<file path="config.mk">
export PLATFORM = sky130hd
export DESIGN_NAME = game_ctrl
export DESIGN_NICKNAME = d
export VERILOG_FILES = /design/src/rtl/game_ctrl.sv
export SDC_FILE = /design/constraint.sdc
export NUM_CORES = 1
export LEC_CHECK = 0
export ABC_CLOCK_PERIOD_IN_PS = 2210
export CORE_MARGIN = 2
export CORE_UTILIZATION = 39
export DETAILED_ROUTE_END_ITERATION = 12
export GPL_TIMING_DRIVEN = 0
export PLACE_DENSITY = 0.78
export SKIP_CTS_REPAIR_TIMING = 1
export SLEW_MARGIN = 20
export SYNTH_ARGS = -nofsm -noshare
export SYNTH_HDL_FRONTEND = slang
export SYNTH_SLANG_ARGS = --single-unit
</file>
<file path="constraint.sdc">
create_clock -name clka -period 2.21 [get_ports clka]
set_input_delay 0.221 -clock clka [delete_from_list [all_inputs] [get_ports clka]]
set_output_delay 0.221 -clock clka [all_outputs]
set_load 0.005 [all_outputs]
</file>
<file path="src/rtl/game_ctrl.sv">
// Falling-block game phase controller: sequences board phases, turns button edges and
// gravity ticks into move requests, and keeps the score (scoring built only with GAME_CTRL_SCORE_EN).
module game_ctrl #(
    parameter int unsigned GRAV_TICKS = 16
) (
    input  logic        clka,
    input  logic        restart_n,
    input  logic        btn_left,
    input  logic        btn_right,
    input  logic        btn_rotate,
    input  logic        touched,
    input  logic        error,
    input  logic [31:0] board_in,
    output logic [2:0]  state,
    output logic [1:0]  move,
    output logic        move_valid,
    output logic [7:0]  score
);

    typedef enum logic [2:0] {
        GEN      = 3'b000,
        MOVE     = 3'b001,
        LAND     = 3'b010,
        CLEAR    = 3'b011,
        NEWBOARD = 3'b100,
        GAMEOVER = 3'b101
    } state_t;

    localparam logic [7:0] GRAV_LAST = 8'(GRAV_TICKS - 1);

    state_t     cur_state;
    state_t     next_state;
    logic [7:0] grav_cnt;
    logic [7:0] grav_next;
    logic [7:0] grav_inc;
    logic       pend_valid;
    logic       pend_valid_next;
    logic [1:0] pend_code;
    logic [1:0] pend_code_next;
    logic [1:0] move_next;
    logic       move_valid_next;
    logic [2:0] btn_now;
    logic [2:0] btn_prev;
    logic [2:0] rise;
    logic       edge_any;
    logic [1:0] edge_code;
    logic       req_valid;
    logic [1:0] req_code;

    assign btn_now  = {btn_rotate, btn_left, btn_right};
    assign rise     = btn_now & ~btn_prev;
    assign edge_any = |rise;
    assign grav_inc = (grav_cnt == GRAV_LAST) ? 8'd0 : grav_cnt + 8'd1;

    // A fresh edge always replaces whatever request is still waiting.
    assign req_valid = pend_valid | edge_any;
    assign req_code  = edge_any ? edge_code : pend_code;

    always_comb begin
        edge_code = 2'd0;
        if (rise[2]) begin
            edge_code = 2'd2;
        end else if (rise[1]) begin
            edge_code = 2'd0;
        end else if (rise[0]) begin
            edge_code = 2'd1;
        end
    end

    always_comb begin
        next_state      = cur_state;
        grav_next       = grav_cnt;
        pend_valid_next = 1'b0;
        pend_code_next  = 2'd0;
        move_next       = 2'd0;
        move_valid_next = 1'b0;
        case (cur_state)
            NEWBOARD: next_state = GEN;
            GEN: begin
                next_state = error ? GAMEOVER : MOVE;
                grav_next  = 8'd0;
            end
            MOVE: begin
                if (touched) begin
                    next_state = LAND;
                    grav_next  = 8'd0;
                end else begin
                    grav_next = grav_inc;
                    // Gravity owns the strobe slot; a button request waits one more cycle.
                    if (grav_inc == GRAV_LAST) begin
                        move_valid_next = 1'b1;
                        move_next       = 2'd3;
                        pend_valid_next = req_valid;
                        pend_code_next  = req_code;
                    end else if (req_valid) begin
                        move_valid_next = 1'b1;
                        move_next       = req_code;
                    end
                end
            end
            LAND:     next_state = CLEAR;
            CLEAR:    next_state = GEN;
            GAMEOVER: if (rise[2]) next_state = NEWBOARD;
            default:  next_state = NEWBOARD;
        endcase
    end

    always_ff @(posedge clka or negedge restart_n) begin
        if (!restart_n) begin
            cur_state  <= NEWBOARD;
            grav_cnt   <= 8'd0;
            pend_valid <= 1'b0;
            pend_code  <= 2'd0;
            move       <= 2'd0;
            move_valid <= 1'b0;
            btn_prev   <= 3'd0;
        end else begin
            cur_state  <= next_state;
            grav_cnt   <= grav_next;
            pend_valid <= pend_valid_next;
            pend_code  <= pend_code_next;
            move       <= move_next;
            move_valid <= move_valid_next;
            btn_prev   <= btn_now;
        end
    end

    assign state = cur_state;

`ifdef GAME_CTRL_SCORE_EN
    logic [3:0] full_rows;
    logic [8:0] score_sum;
    logic [7:0] score_q;

    always_comb begin
        full_rows = 4'd0;
        for (int r = 0; r < 8; r++) begin
            if (&board_in[4*r +: 4]) begin
                full_rows = full_rows + 4'd1;
            end
        end
    end

    assign score_sum = {1'b0, score_q} + {5'd0, full_rows};

    always_ff @(posedge clka or negedge restart_n) begin
        if (!restart_n) begin
            score_q <= 8'd0;
        end else if (next_state == NEWBOARD) begin
            score_q <= 8'd0;
        end else if (cur_state == CLEAR) begin
            score_q <= score_sum[8] ? 8'hFF : score_sum[7:0];
        end
    end

    assign score = score_q;
`else
    logic unused_board;
    assign unused_board = ^board_in;
    assign score        = 8'd0;
`endif

endmodule

</file>
== After elaboration in Yosys (flattened, before gate mapping) ==
Index checks and enable logic that the tools add are counted.

* Add/subtract/negate cells: 1
* Multipliers: 0
* Div/mod/pow operators: 0
* Order comparisons: 0
* Eq/ne operators: 9
* Shift operators: 0
* Mux-type cells: 25
* Bitwise logic cells: 3
* Reductions and logical operators: 5

{| class="wikitable"
|+ Operators with widths
! cell !! number
|-
| 2-bit 2-to-1 mux || 9
|-
| 8-bit by 4-bit equality test with 1-bit output, second input constant || 2
|-
| 8-bit 2-to-1 mux || 2
|-
| 8-bit one-hot mux with 2 select lines || 1
|-
| 3-bit one-hot mux with 5 select lines || 1
|-
| 1-bit 2-to-1 mux || 9
|-
| 3-bit 2-to-1 mux || 3
|-
| 8-bit by 1-bit adder with 8-bit output, second input constant || 1
|-
| 3-bit by 2-bit equality test with 1-bit output, second input constant || 2
|-
| 3-bit equality test, second input constant || 2
|-
| 2-bit inequality test, second input constant || 2
|-
| 3-bit bitwise AND || 1
|-
| 3-bit by 1-bit equality test with 1-bit output, second input constant || 1
|-
| 3-bit zero test || 1
|-
| 3-bit inverter || 1
|-
| 3-bit OR reduction || 1
|-
| 2-bit AND reduction || 1
|-
| 2-bit nonzero test || 1
|-
| 2-bit OR reduction || 1
|-
| 1-bit OR || 1
|}

* Register bits: 20
* Bits in latches: 0
* RAM bits: 0
* Memory bits (read-only): 0
* Output and inout bits: 14
* Word-level logic and storage cells: 50
* Memories: 0

== Logic depth before layout (Yosys ltp) ==
Gate-level depths: netlist of run 1.

* Depth after elaboration: 10
* Depth in mapped cells: 6
* Gate-level depth less buffers: 6

== Worst setup path before layout of run 1 ==
Ideal clock, no wire load.

* Path kind: reg-to-reg
* Start point: reg grav_cnt[0]
* End point: reg pend_code[0]
* Library setup time: 0.080 ns
* Arrival time: 1.672 ns
* Data required time: 2.130 ns
* Path slack: 0.458 ns
* Stages on the path, launching flop included: 6
* Clock period less this slack: 1.752 ns
* Path through: dfrtp_1 -> ha_1 -> or3b_2 -> mux2i_1 -> o221ai_4 -> nor3_2

* Longest elaborated chain between the ends: 6
* Elaborated cells on any way between the ends: 7

{| class="wikitable"
|+ RTL lines
! what !! line !! source
|-
| from (decl) || 33 || <nowiki>logic [7:0] grav_cnt;</nowiki>
|-
| from (signal assigned) || 119 || <nowiki>grav_cnt <= grav_next;</nowiki>
|-
| 8-bit by 1-bit adder with 8-bit output or 8-bit by 4-bit equality test with 1-bit output (tied branches) || 53 || <nowiki>assign grav_inc = (grav_cnt == GRAV_LAST) ? 8'd0 : grav_cnt + 8'd1;</nowiki>
|-
| 8-bit 2-to-1 mux * || 53 ||
|-
| 8-bit by 4-bit equality test with 1-bit output * || 90 || <nowiki>if (grav_inc == GRAV_LAST) begin</nowiki>
|-
| 2-bit 2-to-1 mux * || 90 ||
|-
| 2-bit 2-to-1 mux * || 84 || <nowiki>if (touched) begin</nowiki>
|-
| 2-bit 2-to-1 mux * || 77 || <nowiki>case (cur_state)</nowiki>
|-
| net pend_code_next[0] || 39 || <nowiki>logic [1:0] pend_code_next;</nowiki>
|-
| to (signal assigned) || 121 || <nowiki>pend_code <= pend_code_next;</nowiki>
|-
| to (decl) || 38 || <nowiki>logic [1:0] pend_code;</nowiki>
|}

The timed path passes the listed nets; every way through them passes the cells marked *.
A chain may end at the register's enable or synchronous reset.

== Worst setup path in the final report of run 1 ==
Same ends and word-level chain as after synthesis.

==> results of run 1 <==
==> stage by stage <==
stage | hold slack (ns) | instances | setup slack, ns | total power [mW] | utilization [%]
after floorplan | -0.0746 | 114 | 0.458 | 0.658 | -
after global placement | 0.513 | 156 | 0.310 | 0.774 | 49.3
after detailed placement | 0.529 | 156 | 0.256 | 0.788 | 49.3
after CTS | 0.372 | 160 | 0.297 | 1.09 | 51.3
after global routing | 0.357 | 160 | 0.186 | 1.16 | 51.3
final | 0.372 | 160 | 0.300 | 1.08 | 51.3
==> kinds of logic (layout without fill, tap and decap cells) <==
family	Yosys count	after routing	synth area share, %
muxes	1	1	0.936
other	1	8	0.351
xor gates and xnor gates	1	1	0.819
AOI/OAI and AO/OA	26	26	16.8
and+or+nand+nor	45	45	25.0
adders and majority gates	2	2	2.34
DFF	20	20	46.9
buffers and inverters	11	27	6.78
==> power by group through the flow <==
stage	sequential, mW	clock [mW]	combinational [mW]
after floorplan	0.481	0	0.177
after global placement	0.487	0	0.287
after detailed placement	0.494	0	0.294
after CTS	0.486	0.311	0.295
after global routing	0.499	0.328	0.333
final	0.487	0.305	0.291
==> worst max-delay path, stage by stage (launching register included) <==
cell and delay, ns:
dfrtp_1 0.46, ha_1 0.28, or3b_2 0.47, mux2i_1 0.25, o221ai_4 0.19, nor3_2 0.18
==> synthesized netlist by cell type (all sizes together), types with 2 or more instances <==
master,count
nand2b,5
o31ai,3
a21oi,4
nand4,2
nor2b,2
o21ai,12
or3b,2
nor3,4
ha,2
nand3b,2
nand2,9
buf,9
nor2,8
dfrtp,19
and3,2
a21o,2
nand3,3
==> final timing paths <==
| kind | start | endpoint | slack [ns] | depth (start not counted) |
|---|---|---|---|---|
| worst max-delay path | grav_cnt[0]$_DFFE_PN0P_ | pend_code[0]$_DFF_PN0_ | 0.30 | 5 |
| worst min-delay path | btn_rotate | btn_prev[2]$_DFF_PN0_ | 0.37 | 1 |
| worst max register to register | grav_cnt[0]$_DFFE_PN0P_ | pend_code[0]$_DFF_PN0_ | 0.30 | 5 |
| worst min register to register | pend_code[1]$_DFF_PN0_ | pend_code[1]$_DFF_PN0_ | 0.54 | 2 |
| max in group asynchronous | restart_n | btn_prev[0]$_DFF_PN0_ | 1.30 | 1 |
| min in group asynchronous | restart_n | grav_cnt[2]$_DFFE_PN0P_ | 0.38 | 1 |
==> registers in the layout, summed over array words and instances, names as in the netlist <==
name / count
grav_cnt: 8
btn_prev: 3
state: 3
move: 2
pend_code: 2
move_valid: 1
pend_valid: 1
==> layer usage <==
metal	global-route usage (%)	vias up	wire length (um)
li1	-	418	-
met1	20.6	380	903
met2	20.3	30	884
met3	0.922	5	114
met4	8.16	0	49
met5	0	-	0
==> layout by cell type, fill, tap and decap left out, drive strengths merged, types with 2 or more instances in the layout <==
cell and n:
nand2b 5, a21oi 4, clkbuf 4, dfrtp 19
nand3 3, o31ai 3, nand4 2, o21ai 12
nor3 4, conb 8, a21o 2, nand3b 2
or3b 2, nor2 8, and3 2, nand2 9
buf 9, nor2b 2, ha 2, clkdlybuf4s50 12
==> layout make-up <==
type | instances | area, um2 | share of cell area, %
Sequential cell | 20 | 502 | 38.4
Clock buffer | 3 | 22.5 | 1.72
Tap cell | 30 | 37.5 | 2.87
Inverter | 1 | 3.75 | 0.287
Timing Repair Buffer | 12 | 120 | 9.20
Clock inverter | 1 | 30.0 | 2.30
Multi-Input combinational cell | 83 | 522 | 39.9
Buffer | 10 | 68.8 | 5.27
==> summary.md, run 1 <==
| Metric | Value |
|---|---|
| Status | completed |
| Power per cell area | 829 nW/um2 |
| TNS Setup | 0 ns |
| Clock tree buffer depth | 2 |
| CP required | roughly 2.5 ns |
| Final WL | approximately 2 mm |
| Rows | 18 |
| Pint | 0.750 mW |
| Share of flip-flops with an asynchronous set or reset | between 90% and 100% |
| Worst rel slew slack | between 40% and 50% |
| Fraction of layout instances using a drive strength above 1 | between 10% and 20% |
| Die Span X | roughly 56 um |
| GRT Resource Usage Total | between 10% and 20% |
| RSZ-0062 raised after global routing | false |
| Final setup viols | 0 |
| CP Max Fanout | 7 |
| Core Box Area | 2540 um2 |
| Port Buffer Count | 12 |
| Ant diodes | 0 |
| Net switching power | 0.333 mW |
| Final Hold Vio Count | 0 |
| Synthesized netlist cell count | 107 |
| Setup Crit Path Kind | register to register |
| Die ar. | 3180 um2 |
| Initial antenna violation count | 0 |
| Post-route design area | 1310 um2 |
| Area contributors post-synth | dfrtp_1 44%, buf_4 5.6%, o21ai_0 5.1% |
| Leakage Power | 0.617 nW |
| DR pass1 iterations | 4 |
| Final min period | about 1.9 ns |
| Area grow syn2layout | 22.1% |
| Sequential share of power | around 45% |
| Hpwl dp | about 1.4 mm |
| Clock Skew | a little under 0.004 ns |
| Setup crit end kind | register |
| Synth Register Bits | 20 |
| Netlist Area Pre-Place | roughly 1100 um2 |
| Clock sink total | 20 |
| Warnings, synthesis | 0 |
| Peak VDD IR | approximately 560 uV |
| Die span in y | 56.4 um |
| Total grt overflow | 0 |
| CTS tree | done |
| Sequential cell area fraction in the yosys report | 46.9% |
| Worst-Margin Slew | approximately 0.86 ns |
| H-tree Lvls | 1 |
| Max cap viols | 0 |
| EDFF count, synth | 0 |
| Antenna Nets Post-Route | 0 |
| Global-route wire length before repair | between 3 and 4 mm |
| Nets | about 170 |
| Final worst-path cycle share | between 80% and 90% |
| Synth top area share | between 40% and 50% |
| IO Pins | 53 |
| Fillcell total | roughly 240 |
| Pin count of the biggest net entering global routing | 21 |
| Vias per cell | 5.21 |
| Critical Path Start Type | register |
| Placed instance area | around 1300 um2 |
| Sw frac | 30.8% |
| DR DRC count | 0 |
| Reg clk slew, reported paths | between 0.1 and 0.15 ns |
| Starting Density | 42.0% |
| Main synth FF type | dfrtp_1 |
| RePlAce Congestion | 0.900 |
| WP data arrival | between 2 and 2.5 ns |
| Drt initial violations | 25 |
| Vias in the first global route | 780 |
| Min-delay worst type | input port to register |
| Comb power frac | 26.9% |
| Syn_area_per_cell | ~10 um2 |
| FMAX | about 0.52 GHz |
| Worst skew pair latency | ~0.31 ns |
| DR vias | 833 |
| Pins Over Slew Limit | 0 |
| Root buf cell | clkbuf_4 |
| Number of CTS-inserted buffers | 3 |
| Clock share of power | 28.2% |
| Distinct cell type count of the synthesized netlist | 38 |
| Wirelength per Cell | roughly 12 um |
| Cell taking the most area after synthesis | dfrtp_1 |
No activity file was read; power rests on OpenSTA's default activity.
==> run 2, diff against run 1 <==
--- a/config.mk
+++ b/config.mk
@@ -12,7 +12,7 @@
 export GPL_TIMING_DRIVEN = 0
 export PLACE_DENSITY = 0.78
 export SKIP_CTS_REPAIR_TIMING = 1
-export SLEW_MARGIN = 20
+export SKIP_LAST_GASP = 1
 export SYNTH_ARGS = -nofsm -noshare
 export SYNTH_HDL_FRONTEND = slang
 export SYNTH_SLANG_ARGS = --single-unit
==> constraint.sdc (replaced) <==
create_clock -name clka -period 2.21 [get_ports clka]
set_input_delay 0.221 -clock clka [delete_from_list [all_inputs] [get_ports clka]]
set_output_delay 0.221 -clock clka [all_outputs]
set_load 0.1 [all_outputs]
==> run 2 against run 1 <==
Effect of this change: first-iteration DRC count shrank 16%; design area is 0.57% higher; sequential share of layout area fell by 0.22 points; setup slack lost 0.081 ns; routed wire length grew 1.7%; largest power group is now combinational logic.
==> summary.md, run 2 (synthesis gave the netlist of run 1 again) <==
| Metric | Value |
|---|---|
| Clock sink total | 20 (unchanged) |
| Most frequent cells in the layout | 19 x dfrtp_1, 11 x o21ai_0, 9 x nand2_1, 9 x clkdlybuf4s50_1 |
| Ant diodes | 0 (unchanged) |
| Worst-Margin Slew | 0.967 ns (+0.111 ns) |
| Final min period | 1.99 ns (+0.0810 ns) |
| DR vias | 850 (+2.0%) |
| Top reg by flops | grav_cnt |
| Area grow syn2layout | 22.8% |
| Worst path cell trace | clkdlybuf4s50_1 |
| CP required | 1.99 ns (-0.46 ns) |
| CP top delay family | buffers and inverters |
| Pins Over Slew Limit | 0 (unchanged) |
| TNS Setup | 0 ns (unchanged) |
| Root buf cell | clkbuf_4 |
| Power per cell area | 1030 nW/um2 (+25%) |
| Worst skew pair latency | 0.31 ns (about the same) |
| Clock share of power | 22.8% (-5.4 points) |
| Final Util | 51.6% (+0.30 points) |
| Critical Path Start Type | register |
| CTS tree | done |
| Nets | 172 (unchanged) |
| Min-delay worst type | input port to register |
| Max reg flops | 8 (unchanged) |
| IO Pins | 53 (unchanged) |
| Pint | 0.749 mW (-0.14%) |
| RSZ-0062 raised after global routing | false |
| CP Max Fanout | 1 (-6) |
| Reg clk slew, reported paths | 0.12 ns (about the same) |
| Crit path to | move[0] |
| Vias in the first global route | 780 (unchanged) |
| Die span in y | 56.4 um (unchanged) |
| Final worst-path cycle share | 90.1% (+3.7 points) |
| Final Hold Vio Count | 0 (unchanged) |
| DR DRC count | 0 (unchanged) |
| Non-Filler Instances | 160 (unchanged) |
| R2r endpoint | pend_code[0]$_DFF_PN0_ |
| Setup crit end kind | primary output |
| Status | completed |
| Reg-to-Reg Start | grav_cnt[0]$_DFFE_PN0P_ |
| Max cap viols | 0 (unchanged) |
| Die ar. | 3180 um2 (unchanged) |
| Fraction of layout instances using a drive strength above 1 | 16.2% (unchanged) |
| Worst-case reg-to-reg path depth | 5 (unchanged) |
| Worst path bufs/invs | 1 (+1) |
| WP data arrival | 1.77 ns (-0.38 ns) |
| DP Cell Count | 156 (unchanged) |
| H-tree Lvls | 1 (unchanged) |
| Pin count of the biggest net entering global routing | 21 (unchanged) |
| Worst rel slew slack | 35.4% (-7.3 points) |
| Drt initial violations | 21 (-16%) |
| Commonest non-fill, non-tap cell in the layout | dfrtp_1 |
| Port Buffer Count | 12 (unchanged) |
| Rows | 18 (unchanged) |
| FF-to-FF setup slack | 0.30 ns (about the same) |
| Placed instance area | 1250 um2 (unchanged) |
| FMAX | 0.502 GHz (-4.1%) |
| Post-layout worst setup margin | 0.219 ns (-0.0810 ns) |
| Vias per cell | 5.31 (+2.0%) |
| Sequential share of power | 35.8% (-9.1 points) |
| Clock Skew | 0.00477 ns (+0.000871 ns) |
| Number of CTS-inserted buffers | 3 (unchanged) |
| Net switching power | 0.610 mW (+83%) |
| Global-route wire length before repair | 3.59 mm (unchanged) |
| Core Box Area | 2540 um2 (unchanged) |
| Pwr Total | 1.36 mW (+25%) |
| Peak VDD IR | 1080 uV (+91%) |
| Setup Crit Path Kind | register to primary output |
| Worst slack, placed | 0.256 ns (unchanged) |
| Total grt overflow | 0 (unchanged) |
| GRT Resource Usage Total | 14.1% (unchanged) |
| Critical path's slowest cell | clkdlybuf4s50_1 |
| Antenna Nets Post-Route | 0 (unchanged) |
| Wirelength per Cell | 12.4 um (+1.7%) |
| Critical path depth | 1 (-4) |
| Initial antenna violation count | 0 (unchanged) |
| Sw frac | 44.9% (+14 points) |
| Post-route design area | 1310 um2 (+0.57%) |
| Final setup viols | 0 (unchanged) |
| Final WL | 1.99 mm (+1.7%) |
| Starting Density | 42.0% (unchanged) |
| Comb power frac | 41.4% (+15 points) |
| Final hold slack | 0.367 ns (-0.00489 ns) |
| Clock tree buffer depth | 2 (unchanged) |
| Hpwl dp | 1.41 mm (unchanged) |
| Die Span X | 56.4 um (unchanged) |
| Leakage Power | 0.654 nW (+6.1%) |
| DR pass1 iterations | 4 (unchanged) |
| RePlAce Congestion | 0.900 (unchanged) |
| Crit path largest cell delay | 1.12 ns (+0.65 ns) |
| CP Launch Point | move[0]$_DFF_PN0_ |
run 2: cell count changes in the layout (fill, tap and decap cells not counted), sizes merged:
cell and delta:
clkdlybuf4s50 -3, dlymetal6s2s +3
run 2: metal layers:
layer	vias up	GRT usage [%]	share of wire, %
met5	-	0	0
met4	0	8.16	2.5
met3	5	0.922	4.9
met2	32	20.3	45
met1	393	20.6	47
li1	420	-	-
run 2: power groups by stage:
stage | registers, mW | clock network (mW) | logic [mW]
floorplan | 0.697 | 0 | 0.234
global placement | 0.487 | 0 | 0.561
detailed placement | 0.494 | 0 | 0.568
CTS | 0.486 | 0.311 | 0.569
global route | 0.498 | 0.328 | 0.604
finish | 0.486 | 0.310 | 0.563
run 2: worst min path at each step:
stage	depth (start not counted)	to	start	slack (ns)
floorplan	0	btn_prev[0]$_DFF_PN0_	restart_n	-0.07
global placement	2	pend_code[0]$_DFF_PN0_	pend_code[0]$_DFF_PN0_	0.51
detailed placement	2	pend_code[1]$_DFF_PN0_	pend_code[1]$_DFF_PN0_	0.53
CTS	1	btn_prev[2]$_DFF_PN0_	btn_rotate	0.37
global route	1	btn_prev[2]$_DFF_PN0_	btn_rotate	0.36
finish	1	btn_prev[2]$_DFF_PN0_	btn_rotate	0.37
run 2: area by class of cell:
| class | count | area [um2] |
|---|---|---|
| fillers | 238 | 1230 |
| multi-input cells | 83 | 522 |
| flip-flops and latches | 20 | 502 |
| repair buffers | 12 | 128 |
| plain buffers | 10 | 68.8 |
| well taps | 30 | 37.5 |
| clock inverters | 1 | 30.0 |
| clock buffers | 3 | 22.5 |
| inverters | 1 | 3.75 |
==> RTL change 1 (config.mk and constraints of run 1) <==
Register the inputs `btn_left`, `btn_right`, `btn_rotate`, `touched` and `error` before use, without a reset. The logic sees them one clock later. The other inputs are not delayed to match.
--- a/src/rtl/game_ctrl.sv
+++ b/src/rtl/game_ctrl.sv
@@ -28,6 +28,20 @@
 
     localparam logic [7:0] GRAV_LAST = 8'(GRAV_TICKS - 1);
 
+    logic btn_left_q;
+    logic btn_right_q;
+    logic btn_rotate_q;
+    logic touched_q;
+    logic error_q;
+
+    always_ff @(posedge clka) begin
+        btn_left_q   <= btn_left;
+        btn_right_q  <= btn_right;
+        btn_rotate_q <= btn_rotate;
+        touched_q    <= touched;
+        error_q      <= error;
+    end
+
     state_t     cur_state;
     state_t     next_state;
     logic [7:0] grav_cnt;
@@ -47,7 +61,7 @@
     logic       req_valid;
     logic [1:0] req_code;
 
-    assign btn_now  = {btn_rotate, btn_left, btn_right};
+    assign btn_now  = {btn_rotate_q, btn_left_q, btn_right_q};
     assign rise     = btn_now & ~btn_prev;
     assign edge_any = |rise;
     assign grav_inc = (grav_cnt == GRAV_LAST) ? 8'd0 : grav_cnt + 8'd1;
@@ -77,11 +91,11 @@
         case (cur_state)
             NEWBOARD: next_state = GEN;
             GEN: begin
-                next_state = error ? GAMEOVER : MOVE;
+                next_state = error_q ? GAMEOVER : MOVE;
                 grav_next  = 8'd0;
             end
             MOVE: begin
-                if (touched) begin
+                if (touched_q) begin
                     next_state = LAND;
                     grav_next  = 8'd0;
                 end else begin
Function: changed (a bounded check fails within 4 cycles, from zero or initial values).
==> RTL change 1 against run 1 <==
- sequential cell count grew 5
- routed wire length grew 14%
- non-clock buffer count grew 2
- clock power shrank 29%
- synthesized area grew 11%
- core utilization shrank 4.0 points
- final area grew 7.9%
- via count grew 7.8%
- worst setup slack gained 51 ps
- total power grew 7.0%
- highest routed layer unchanged
==> RTL change 1: results (changes against run 1) <==
stage,metric,value,unit,change
synthesis,synth_compound_area_frac,0.166,,was 0.168
hold_path,min_to,touched_q,,was btn_prev[2]
final_layout,layout-drive-gt1-share,0.169,,was 0.162
final_layout,multi_input_area,523,sq um,was 522 sq um
clock_tree,cts.sinks,25,,was 20
final_layout,dominant_cells,registers,,was multi-input combinational cells
final_layout,nets,184,,was 172
synthesis,synth.avg_cell_area,10.0,sq um,about the same
final_layout,multi_input_comb_cells,88,,was 83
synthesis,synthTopCellsByCount,"dfrtp_1 (19), o21ai_0 (16), nand2_1 (13)",,"was dfrtp_1 (19), o21ai_0 (11), nand2_1 (9)"
worst_setup_path,arrival,2110,ps,was 2150 ps
synthesis,synthArstFlopShare,0.800,,was 1.00
worst_setup_path,critical_path.max_fanout,6,,was 7
final_layout,bufAreaShareNonClock,0.148,,was 0.145
sta,layout_setup_ws,351,ps,was 300 ps
outcome,outcome,"complete, no violations",,unchanged
sta,clock_skew,7.95,ps,was 3.90 ps
global_route,grt_use_met3,0.0306,,was 0.00922
detailed_routing,routed_via_density,5.13,,was 5.21
power_and_ir_drop,irDropWorstVdd,511,uV,was 564 uV
hold_path,hold_start,touched,,was btn_rotate
worst_setup_path,reg2reg_depth,6,,was 5
synthesis,synth_adder_area_share,0.0210,,was 0.0234
placement,hpwlAfterDp,1600,microns,was 1410 microns
synthesis,synth_xor_area_frac,0.0221,,was 0.00819
final_layout,register_area,602,sq um,was 502 sq um
global_route,grt_first_pass_wirelength,3510,microns,was 3590 microns
worst_setup_path,cpMaxStageDelayCell,dfrtp_1,,was or3b_2
final_layout,n_all_buffers,24,,was 22
clock_tree,clk_pin_slew,150,ps,was 120 ps
global_route,use_met2,0.223,,was 0.203
synthesis,synth_area_leaders,"dfrtp_1 (40%), dfxtp_1 (8.4%), o21ai_0 (6.7%)",,"was dfrtp_1 (44%), buf_4 (5.6%), o21ai_0 (5.1%)"
final_layout,final-clk-cell-share,0.0213,,was 0.0402
detailed_routing,wl_per_cell,12.7,microns,was 12.2 microns
global_route,grt_pass1_vias,822,,was 780
synthesis,synth_mux_area_frac,0,,was 0.00936
==> RTL change 1: cell types whose count changed in the layout (fill, tap and decap cells not counted), moves of 3 or more <==
cell	run 1	this run
dfxtp_1	0	5
nand2_1	9	13
nor3_1	2	5
o21ai_0	11	16
==> RTL change 1: per-stage QoR <==
| step | hold slack [ps] | util |
|---|---|---|
| 2_1_floorplan | -74.6 | - |
| 3_3_place_gp | 333 | 0.463 |
| 3_5_place_dp | 342 | 0.463 |
| 4_1_cts | 311 | 0.473 |
| 5_1_grt | 306 | 0.473 |
| 6_report | 310 | 0.473 |
==> RTL change 1: report_power, final <==
part | leakage (nW) | internal (mW) | switching (mW)
Clock | 0.0139 | 0.0694 | 0.149
Combinational | 0.298 | 0.166 | 0.196
Sequential | 0.306 | 0.517 | 0.0622
==> RTL change 1: routing by layer <==
layer / share of wire / wire, microns
met5: 0 / 0
met3: 0.045 / 100
met2: 0.50 / 1120
met4: 0.014 / 31
met1: 0.44 / 969
